===== src/rtl/config_readback.sv =====
// Config latch bank read-back: single-row capture and XOR-fold sweep.
// Ports: register window (write_req/read_req/address/data_in/data_out/data_valid), row mux (row_sel/row_data), busy.
module config_readback #(
  parameter int DEPTH  = 8,
  parameter int WIDTH  = 64,
  parameter int SETTLE = 1,
  localparam int IDX_BITS = DEPTH > 16 ? 5 : DEPTH > 8 ? 4 : 3
) (
  input  logic                clk,
  input  logic                rst_n,
  input  logic                write_req,
  input  logic                read_req,
  input  logic [2:0]          address,
  input  logic [31:0]         data_in,
  input  logic [WIDTH-1:0]    row_data,
  output logic [IDX_BITS-1:0] row_sel,
  output logic [31:0]         data_out,
  output logic                data_valid,
  output logic                busy
);

  localparam int CW = SETTLE > 1 ? $clog2(SETTLE) : 1;
  localparam logic [IDX_BITS-1:0] LAST = IDX_BITS'(DEPTH - 1);
  localparam logic [CW-1:0] CNT_INIT = CW'(SETTLE - 1);

  typedef enum logic [1:0] {
    IDLE,
    SELECT,
    CAPTURE
  } state_t;

  state_t state;
  state_t state_nxt;

  logic [CW-1:0]    cnt;
  logic             sweep;
  logic             captured;
  logic             err;
  logic [WIDTH-1:0] cap;
  logic [31:0]      checksum;
  logic [31:0]      rd_mux;
  logic             capture_en;

  logic wr_row;
  logic wr_sweep;
  logic start_req;
  logic row_ok;
  logic go;
  logic done;

  logic [63:0] row_ext;
  logic [63:0] cap_ext;

  assign wr_row    = write_req && (address == 3'd5);
  assign wr_sweep  = write_req && (address == 3'd6);
  assign start_req = wr_row || wr_sweep;
  assign row_ok    = data_in < 32'(DEPTH);
  assign go        = start_req && (state == IDLE) && (wr_sweep || row_ok);
  // Last capture of an operation: a single read, or the sweep reaching row 0.
  assign done      = !sweep || (row_sel == '0);
  assign row_ext   = 64'(row_data);
  assign cap_ext   = 64'(cap);

  always_ff @(posedge clk or negedge rst_n) begin
    if (!rst_n) state <= IDLE;
    else        state <= state_nxt;
  end

  always_comb begin
    state_nxt = state;
    unique case (state)
      IDLE:    if (go) state_nxt = SELECT;
      SELECT:  if (cnt == '0) state_nxt = CAPTURE;
      CAPTURE: state_nxt = done ? IDLE : SELECT;
      default: state_nxt = IDLE;
    endcase
  end

  always_comb begin
    busy       = (state != IDLE);
    capture_en = (state == CAPTURE);
  end

  always_ff @(posedge clk or negedge rst_n) begin
    if (!rst_n) begin
      row_sel  <= '0;
      cnt      <= '0;
      sweep    <= 1'b0;
      captured <= 1'b0;
      cap      <= '0;
      checksum <= '0;
    end else if (go) begin
      sweep    <= wr_sweep;
      row_sel  <= wr_sweep ? LAST : data_in[IDX_BITS-1:0];
      cnt      <= CNT_INIT;
      captured <= 1'b0;
      if (wr_sweep) checksum <= '0;
    end else if (state == SELECT) begin
      if (cnt != '0) cnt <= cnt - 1'b1;
    end else if (capture_en) begin
      cap <= row_data;
      cnt <= CNT_INIT;
      if (sweep)
        checksum <= checksum ^ row_ext[31:0] ^ row_ext[63:32];
      if (done) captured <= 1'b1;
      else      row_sel  <= row_sel - 1'b1;
    end
  end

  // Any refused start (busy or bad row) flags err; an accepted one clears it.
  always_ff @(posedge clk or negedge rst_n) begin
    if (!rst_n)         err <= 1'b0;
    else if (go)        err <= 1'b0;
    else if (start_req) err <= 1'b1;
  end

  always_comb begin
    rd_mux = '0;
    unique case (address)
      3'd0:    rd_mux = cap_ext[31:0];
      3'd4:    rd_mux = cap_ext[63:32];
      3'd5:    rd_mux = {24'b0, busy, captured, err, 5'(row_sel)};
      3'd6:    rd_mux = checksum;
      default: rd_mux = '0;
    endcase
  end

  always_ff @(posedge clk or negedge rst_n) begin
    if (!rst_n) begin
      data_out   <= '0;
      data_valid <= 1'b0;
    end else begin
      data_valid <= read_req;
      if (read_req) data_out <= rd_mux;
    end
  end

endmodule


===== config.mk =====
export PLATFORM = sky130hd
export DESIGN_NAME = config_readback
export DESIGN_NICKNAME = d
export VERILOG_FILES = /design/src/rtl/config_readback.sv
export SDC_FILE = /design/constraint.sdc
export NUM_CORES = 1
export LEC_CHECK = 0
export ABC_AREA = 1
export CAP_MARGIN = 20
export CORE_ASPECT_RATIO = 1.5
export CORE_MARGIN = 2
export CORE_UTILIZATION = 35
export DETAILED_ROUTE_END_ITERATION = 12
export GPL_TIMING_DRIVEN = 0
export HOLD_SLACK_MARGIN = 0.06
export PLACE_DENSITY = 0.66
export SETUP_SLACK_MARGIN = 0.4
export SYNTH_ARGS = -nofsm -noshare
export SYNTH_HDL_FRONTEND = slang
export SYNTH_SLANG_ARGS = --single-unit

===== constraint.sdc =====
create_clock -name clk -period 1.6 [get_ports clk]
set_input_delay 0.32 -clock clk [delete_from_list [all_inputs] [get_ports clk]]
set_output_delay 0.32 -clock clk [all_outputs]
set_load 0.02 [all_outputs]

# After elaboration in Yosys (flattened, before gate mapping)
# Cells that the tools add are included.
# word_totals
reg_bits,138
latchBits,0
ram_bits,0
mem_bits_ro,0
word_cells,74
n_memories,0
# op_classes
add_sub_neg,2
n_mul,0
div_mod_pow,0
magnitude_cmp,1
n_eq_ne,10
shift,0
mux,25
n_bitwise,4
reduce_logical,22
# ops
op,n
$mux 32,5
$pmux 32 s4,1
$xor 32x32->32,2
$lt 32x4->1 const B,1
$mux 3,5
$mux 1,11
$ne 2x2->1 const B,5
$reduce_bool 2->1,5
$eq 3x3->1 const B,3
$reduce_and 3->1,3
$logic_not 3->1,2
$pmux 2 s3,1
$logic_and 1x1->1,4
$mux 2,2
$reduce_and 4->1,1
$logic_or 1x1->1,3
$reduce_bool 3->1,1
$sub 3x1->3 const B,1
$eq 2x1->1 const B,1
$eq 2x2->1 const B,1
$logic_not 2->1,1
$not 1->1,2
$reduce_and 2->1,1
$logic_not 1->1,1
$sub 1x1->1 const B,1

# Longest topological paths before layout
# depth
word_depth,7
ltp_mapped,12

# Least setup slack after synthesis
# No wires, ideal clock.
# synth_timing
kind,input port to flip-flop
from,input data_in[28]
to,register checksum[16]
setup_ns,0.122
arrival_ns,1.494
slack_ns,-0.016
stages,9
path_buffers,2
path_cell_list,or2_2 -> nor2_1 -> nand2_1 -> o21ai_2 -> nand2_2 -> buf_4 -> buf_2 -> o2111ai_1 -> nand2_1
# synth_via
elab_chain_len,5
elab_cells_between_ends,9
# synth_rtl
element,line_no,text
from (decl),14,"input logic [31:0] data_in,"
$lt 32x4->1 (*),57,assign row_ok = data_in < 32'(DEPTH);
$logic_or 1x1->1 (*),58,assign go = start_req && (state == IDLE) && (wr_sweep || row_ok);
$logic_and 1x1->1 (*),58,
$ne 2x2->1 (no line) or $reduce_bool 2->1 (tied branches),-,
$reduce_and 4->1 (no line),-,
to (signal assigned),104,checksum <= checksum ^ row_ext[31:0] ^ row_ext[63:32];
to (decl),40,logic [31:0] checksum;
# Mark *: on every way between the ends. The rest lies on a longest branch, timed or not.
# A chain may end at the register's enable or synchronous reset.

# Worst setup path after layout
# layout_timing
from,register state[1]
to,register checksum[10]
# layout_via
elab_chain_len,5
elab_cells_between_ends,11
# layout_rtl
element,line_no,text
from (decl),32,state_t state;
from (signal assigned),66,else state <= state_nxt;
$logic_not 2->1,58,
$logic_and 1x1->1 (2 in series),58,
$ne 2x2->1 (no line) or $reduce_bool 2->1 (tied branches),-,
$reduce_and 4->1 (no line),-,
# Parallel ways exist; a longest one is shown, timed or not.

==> impl_results.md <==
* DP Cell Count at 1181
* Combinational share of power at 0.284
* CP Launch Type: register
* H-tree depth at 4
* Synth Area in Simple Gates at 0.2211
* Sw frac at 0.3133
* Syn Nets at 890
* CTS tree: yes
* Hold Worst Slack at -145.7 ps
* Maximum vdd drop at 0.7863 mV
* Antenna Cells at 0
* Synth warnings at 0
* Max frequency at approximately 0.63 GHz
* Syn Inst Count at approximately 790
* Place WS at -1012 ps
* Vias at about 6.5k
* Clk_lat worst skew at 420 ps
* Max Slew Vio Count at 0
* Gr ovfl total at 0
* Initial antenna violation count at 0
* Vias in the first global route at 6344
* Status: finished, violations left
* Final hold vios at between 50 and 60
* Register bit count reported by yosys at ~140
* Maxcap violations at 0
* Final Net Count at 1105
* Vias per inst at around 5.1
* Critical Path RT at 1910 ps
* Remaining routing DRC violations at 0
* Failing checks: hold timing
* Initial Utilization at 0.3553
* Largest family of logic cells by synthesized area: simple AND/OR/NAND/NOR gates
* Num rows at 62
* Worst Tran Pin Value at 527.5 ps
* Pwr Density at 1229 nW/um^2
* Commonest non-fill, non-tap cell in the layout: nand2_1
* Setup WS post-layout at 19.74 ps
* Sequential element share of the synthesized area at 0.5056
* Largest net degree at the start of global routing at 86
* 1st-pass router iterations at 5
* Clock transition at path regs at around 60 ps
* Leak Pwr at 5.443 nW
* Root Driver: clkbuf_16
* GRT Overall Usage at 0.2059
* RSZ-0062 raised after global routing: yes
* Final cell count without fillers at 1269
* Crit share post-route at 0.9877
* Core Box Area at 19080 um^2
* Hold Crit Class: in -> async
* First-pass GRT wire length at 32970 um
* Port Buf Inserts at 139
* Die H at 174.5 um
* DR WL/cell at around 18 um
* # setup viols final at 0
* CTS Sinks at 137
* CTS Buffer Depth at 2
* Die W at 117.6 um
* Cell internal pwr at between 9 and 10 mW
* XOR/XNOR share of the synthesized area at 0.08267
* Synth cell types at 27
* CP Max Fanout at 6
* Synth Area in Adders at 0.003691
* Syn-to-layout area delta at 61.97%
* Post-route ant nets at 0
* Share of cells above drive strength 1 at 0.3346
* TritonCTS Buffers at 17
* Die area at 20520 um^2
* DP HPWL at roughly 14000 um
* Tmin final at around 1600 ps
* Syn Std Cell Area at 6780 um^2
* DRC marker count from the first detailed-route iteration at 432
* Clock share of power at 0.326
* Critical Setup Path Class: reg -> reg
* Commonest cells after routing, fill and taps aside: nand2_1 (245), dfrtp_1 (136), clkdlybuf4s50_1 (67)
* Sequential share of power at 0.391
* Skew final at roughly 7.6 ps
* CP Data Arrival Time at 1890 ps
* Psw at approximately 4.2 mW
* Avg Cell Area, Syn at 8.637 um^2
* CP endpoint kind: register
* Post-synthesis compound-gate area fraction at 0.07787
* Final wirelength at 23070 um
* Mux cell area share after synthesis at 0.05315
* Worst relative slew slack at 0.6484
* IO Count at 140
* RD Place Congestion at roughly 0.80
-- worst paths after layout --
path	slack, ps	cells after the start	end	start
setup / recovery	20	10	checksum[10]$_DFFE_PN0P_	state[1]$_DFFE_PN0P_
hold / removal	-150	1	row_sel[0]$_DFFE_PN0P_	rst_n
setup reg to reg	20	10	checksum[10]$_DFFE_PN0P_	state[1]$_DFFE_PN0P_
hold reg to reg	480	2	cap[19]$_DFFE_PN0P_	cap[19]$_DFFE_PN0P_
max in group asynchronous	920	2	cap[54]$_DFFE_PN0P_	rst_n
min in group clk	160	1	data_valid$_DFF_PN0_	read_req
-- logic make-up after synthesis --
| kind of cell | after synthesis |
|---|---|
| simple gates | 378 |
| compound gates | 76 |
| mux | 32 |
| buf+inv | 96 |
| flops | 137 |
| xor+xnor | 64 |
| fa+ha+maj | 2 |
-- worst max-delay path: stages, from the launching register on --
cell and delay [ps]:
dfrtp_2 420, nor2_4 150, inv_4 60, nor2_4 140, nand2_4 110, nand2_4 100, nand2_8 90, buf_4 150
buf_8 130, nand2_2 50, nand2_1 60
-- sequential cells by signal (all words and copies together), names as in the netlist --
signal / flops
data_out: 32
cap: 64
sweep: 1
checksum: 32
data_valid: 1
err: 1
captured: 1
row_sel: 3
state: 2
-- per-stage QoR --
stage	power [mW]	cell area, um^2	TNS [ps]	hold WS [ps]	utilization
4_1_cts	12.84	9991	0	-129.4	0.5235
5_1_grt	14.11	10980	-595.1	-109.4	0.5755
2_1_floorplan	6.880	6998	0	24.41	-
3_5_place_dp	8.084	8738	-62070	319.6	0.4579
3_3_place_gp	8.007	8710	-817690	435.0	0.4564
6_report	13.50	10980	0	-145.7	0.5755
-- synthesized netlist by cell type, drive strengths merged --
library cell    n  area share
xor2           32       0.041
a22oi           1      0.0011
o2111ai        37       0.048
or2             1     0.00092
nand3          30       0.022
nor3            1      0.0024
o21ai          37       0.028
dfrtp         137        0.51
buf            10      0.0083
inv            52       0.029
ha              2      0.0037
xnor2          32       0.041
nand2         321        0.18
clkbuf         34       0.019
nor2           24       0.015
mux2           32       0.053
o21a            1      0.0011
nand4           1     0.00092
-- power by group through the flow --
stage          clock network (mW)  logic, mW  registers (mW)
6_report                     4.39       3.83            5.27
5_1_grt                      4.58       4.15            5.38
4_1_cts                      4.42       3.31            5.11
3_5_place_dp                    0       2.97            5.12
3_3_place_gp                    0       2.91            5.10
2_1_floorplan                   0       1.69            5.19
-- area by class of cell --
type,count,area [um^2]
Fill cell,1610,8102
Multi-Input combinational cell,552,3660
Sequential cell,137,3430
Timing Repair Buffer,196,2151
Buffer,44,549.3
Clock buffer,21,460.4
Tap cell,256,320.3
Inverter,52,217.7
Clock inverter,11,193.9
-- per-layer routing --
metal | part of all wire | vias to the layer above | track usage
met5 | 0 | - | 0
met4 | 0.040 | 0 | 0.08032
met3 | 0.061 | 71 | 0.03904
met2 | 0.54 | 304 | 0.3808
met1 | 0.36 | 3149 | 0.2315
li1 | - | 2950 | -
-- what timing repair did --
item                                   in CTS  in global routing
setup buffers                              26                 20
pin swaps                                  20                 26
resized for setup                         351                216
setup endpoints to repair                 172                163
cloned                                      4                  6
endpoints found under the hold margin      52                 52
Power figures use the tool's default switching activity.
==> edit (same settings) <==
Make the reset (`rst_n`) synchronous in 4 clocked blocks.
--- a/src/rtl/config_readback.sv
+++ b/src/rtl/config_readback.sv
@@ -61,7 +61,7 @@
   assign row_ext   = 64'(row_data);
   assign cap_ext   = 64'(cap);
 
-  always_ff @(posedge clk or negedge rst_n) begin
+  always_ff @(posedge clk) begin
     if (!rst_n) state <= IDLE;
     else        state <= state_nxt;
   end
@@ -81,7 +81,7 @@
     capture_en = (state == CAPTURE);
   end
 
-  always_ff @(posedge clk or negedge rst_n) begin
+  always_ff @(posedge clk) begin
     if (!rst_n) begin
       row_sel  <= '0;
       cnt      <= '0;
@@ -108,7 +108,7 @@
   end
 
   // Any refused start (busy or bad row) flags err; an accepted one clears it.
-  always_ff @(posedge clk or negedge rst_n) begin
+  always_ff @(posedge clk) begin
     if (!rst_n)         err <= 1'b0;
     else if (go)        err <= 1'b0;
     else if (start_req) err <= 1'b1;
@@ -125,7 +125,7 @@
     endcase
   end
 
-  always_ff @(posedge clk or negedge rst_n) begin
+  always_ff @(posedge clk) begin
     if (!rst_n) begin
       data_out   <= '0;
       data_valid <= 1'b0;
Formal check against the unedited RTL: differs if rst_n is asserted again (counterexample within 4 cycles, from zero or initial values and one cycle with rst_n low); with rst_n held inactive, the same outputs for 4 cycles.
==> edit against the original RTL <==
The flow finishes with violations (setup timing); non-clock buffer count grew 14; count of clock-buffer cells in the layout unchanged; cell area decreased by 5.3%; first-iteration DRC count shrank 14%; sequential cell count unchanged; area after synthesis fell by 4.7%; die area fell by 4.5%; wire length is 0.97% higher; worst setup slack worse by 0.062 ns; clock skew up 0.00077 ns; hold slack improved by 0.47 ns.
Power is not compared: it rests on default switching activity, and its combinational part moved more than twofold at a synthesized area within 25%.
==> edit: results (changes against the original RTL) <==
CP Max Fanout=6 (unchanged); Port-buffer cells=138 (was 139); setup tns final=-0.296 ns (was 0 ns); ys async rst share=0% (was 100%); GRT Util Overall=22.9% (was 20.6%); R2R Path Start=state[1] (unchanged); Crit path arrival time=1.97 ns (was 1.89 ns); TritonCTS Buffers=17 (unchanged); outcome=complete, but fails checks (unchanged); DP Wirelength=14.3 mm (was 13.9 mm); first-pass GRT wire length=34.1 mm (was 33.0 mm); number of DRC markers in iteration 0=370 (was 432); ratio of cells with drive above 1 in the final layout=29.2% (was 33.5%); synth unique cells=28 (was 27); final setup fails=18 (was 0); register area share after synthesis=42.4% (was 50.6%); Placed Area=0.00819 sq mm (was 0.00874 sq mm); RePlAce Congestion=0.833 (was 0.800); setup ws final=-0.0426 ns (was 0.0197 ns); Placement Setup Slack=-0.858 ns (was -1.01 ns); Main synth FF type=dfxtp_1 (was dfrtp_1); vias=6869 (was 6474); Hold Path Class=primary input to flop (was primary input to async pin); Synth top cells by count=nor2_1, nand2_1, dfxtp_1, o21ai_0, inv_1 (was nand2_1, dfrtp_1, inv_1, o2111ai_1, o21ai_0); Max-Slew Margin vs Limit=64.1% (was 64.8%); NumNets Final=1258 (was 1105); Synth area leaders=dfxtp_1, nor2_1, nand2_1 (was dfrtp_1, nand2_1, mux2_2); Crit path largest cell delay=0.35 ns (was 0.42 ns); R2R cell count=10 (unchanged); slowest CP cell=dfxtp_4 (was dfrtp_2); Net Count, Synth=1038 (was 890); # diodes=0 (unchanged); WL final=23.3 mm (was 23.1 mm); largest net degree at the start of global routing=17 (was 86); Worst Skew=0.00839 ns (was 0.00762 ns); Worst Setup EP=checksum[14] (was checksum[10]); failing checks=setup timing (was hold timing); vias in the first global route=6686 (was 6344)
==> edit: metal layers <==
layer  up-vias  track usage [%]  part of all wire [%]
li1       3372                -                     -
met1      3164             25.8                    38
met2       254             40.7                    52
met3        79             4.49                   5.5
met4         0             11.1                   4.3
met5         -                0                     0
==> edit: through the flow <==
stage | util, % | std cells
finish | 57.8 | 1383
global route | 57.8 | 1383
CTS | 54.5 | 1358
detailed placement | 45.5 | 1288
global placement | 45.5 | 1288
floorplan | - | 933
==> edit: power by group <==
part           switching (uW)  internal, uW  leakage [uW]
clock network            1550          2730      0.000313
logic                     456           444       0.00274
registers                6.31          3420       0.00112
==> edit: tightest hold or removal path, stage by stage <==
cell	delay (ns)
clkbuf_1	0.21
nand2_1	0.13
a21oi_1	0.05
==> edit: cells by family after synthesis <==
logic type	share of synthesized area [%]
buffers and inverters	7.04
and+or+nand+nor	28.8
AOI/OAI and AO/OA	12.7
DFF	42.4
xor gates and xnor gates	8.67
adders and majority gates	0.387
==> edit: worst min path at each step <==
stage                         from  depth (start not counted)  slack [ns]           to
after floorplan           state[1]                          1        0.42     state[1]
after global placement    state[1]                          1        0.43     state[1]
after detailed placement   cap[62]                          2        0.44      cap[62]
after CTS                 read_req                          3        0.31  data_out[1]
after global routing      read_req                          3        0.32  data_out[1]
final                     read_req                          3        0.32  data_out[1]
==> edit: area by class of cell <==
class,instances,area [sq um]
Tap cell,217,272
Inverter,53,230
Multi-Input combinational cell,690,3700
Timing Repair Buffer,201,2200
Clock buffer,21,470
Clock inverter,11,169
Fill cell,1579,7610
Buffer,53,576
Sequential cell,137,2800
==> edit: what timing repair did <==
action                     in CTS  in global routing
pin swaps                      43                 36
gates resized for setup       475                181
setup buffers                  30                 22
setup endpoints to repair     173                160
cloned                          8                  3
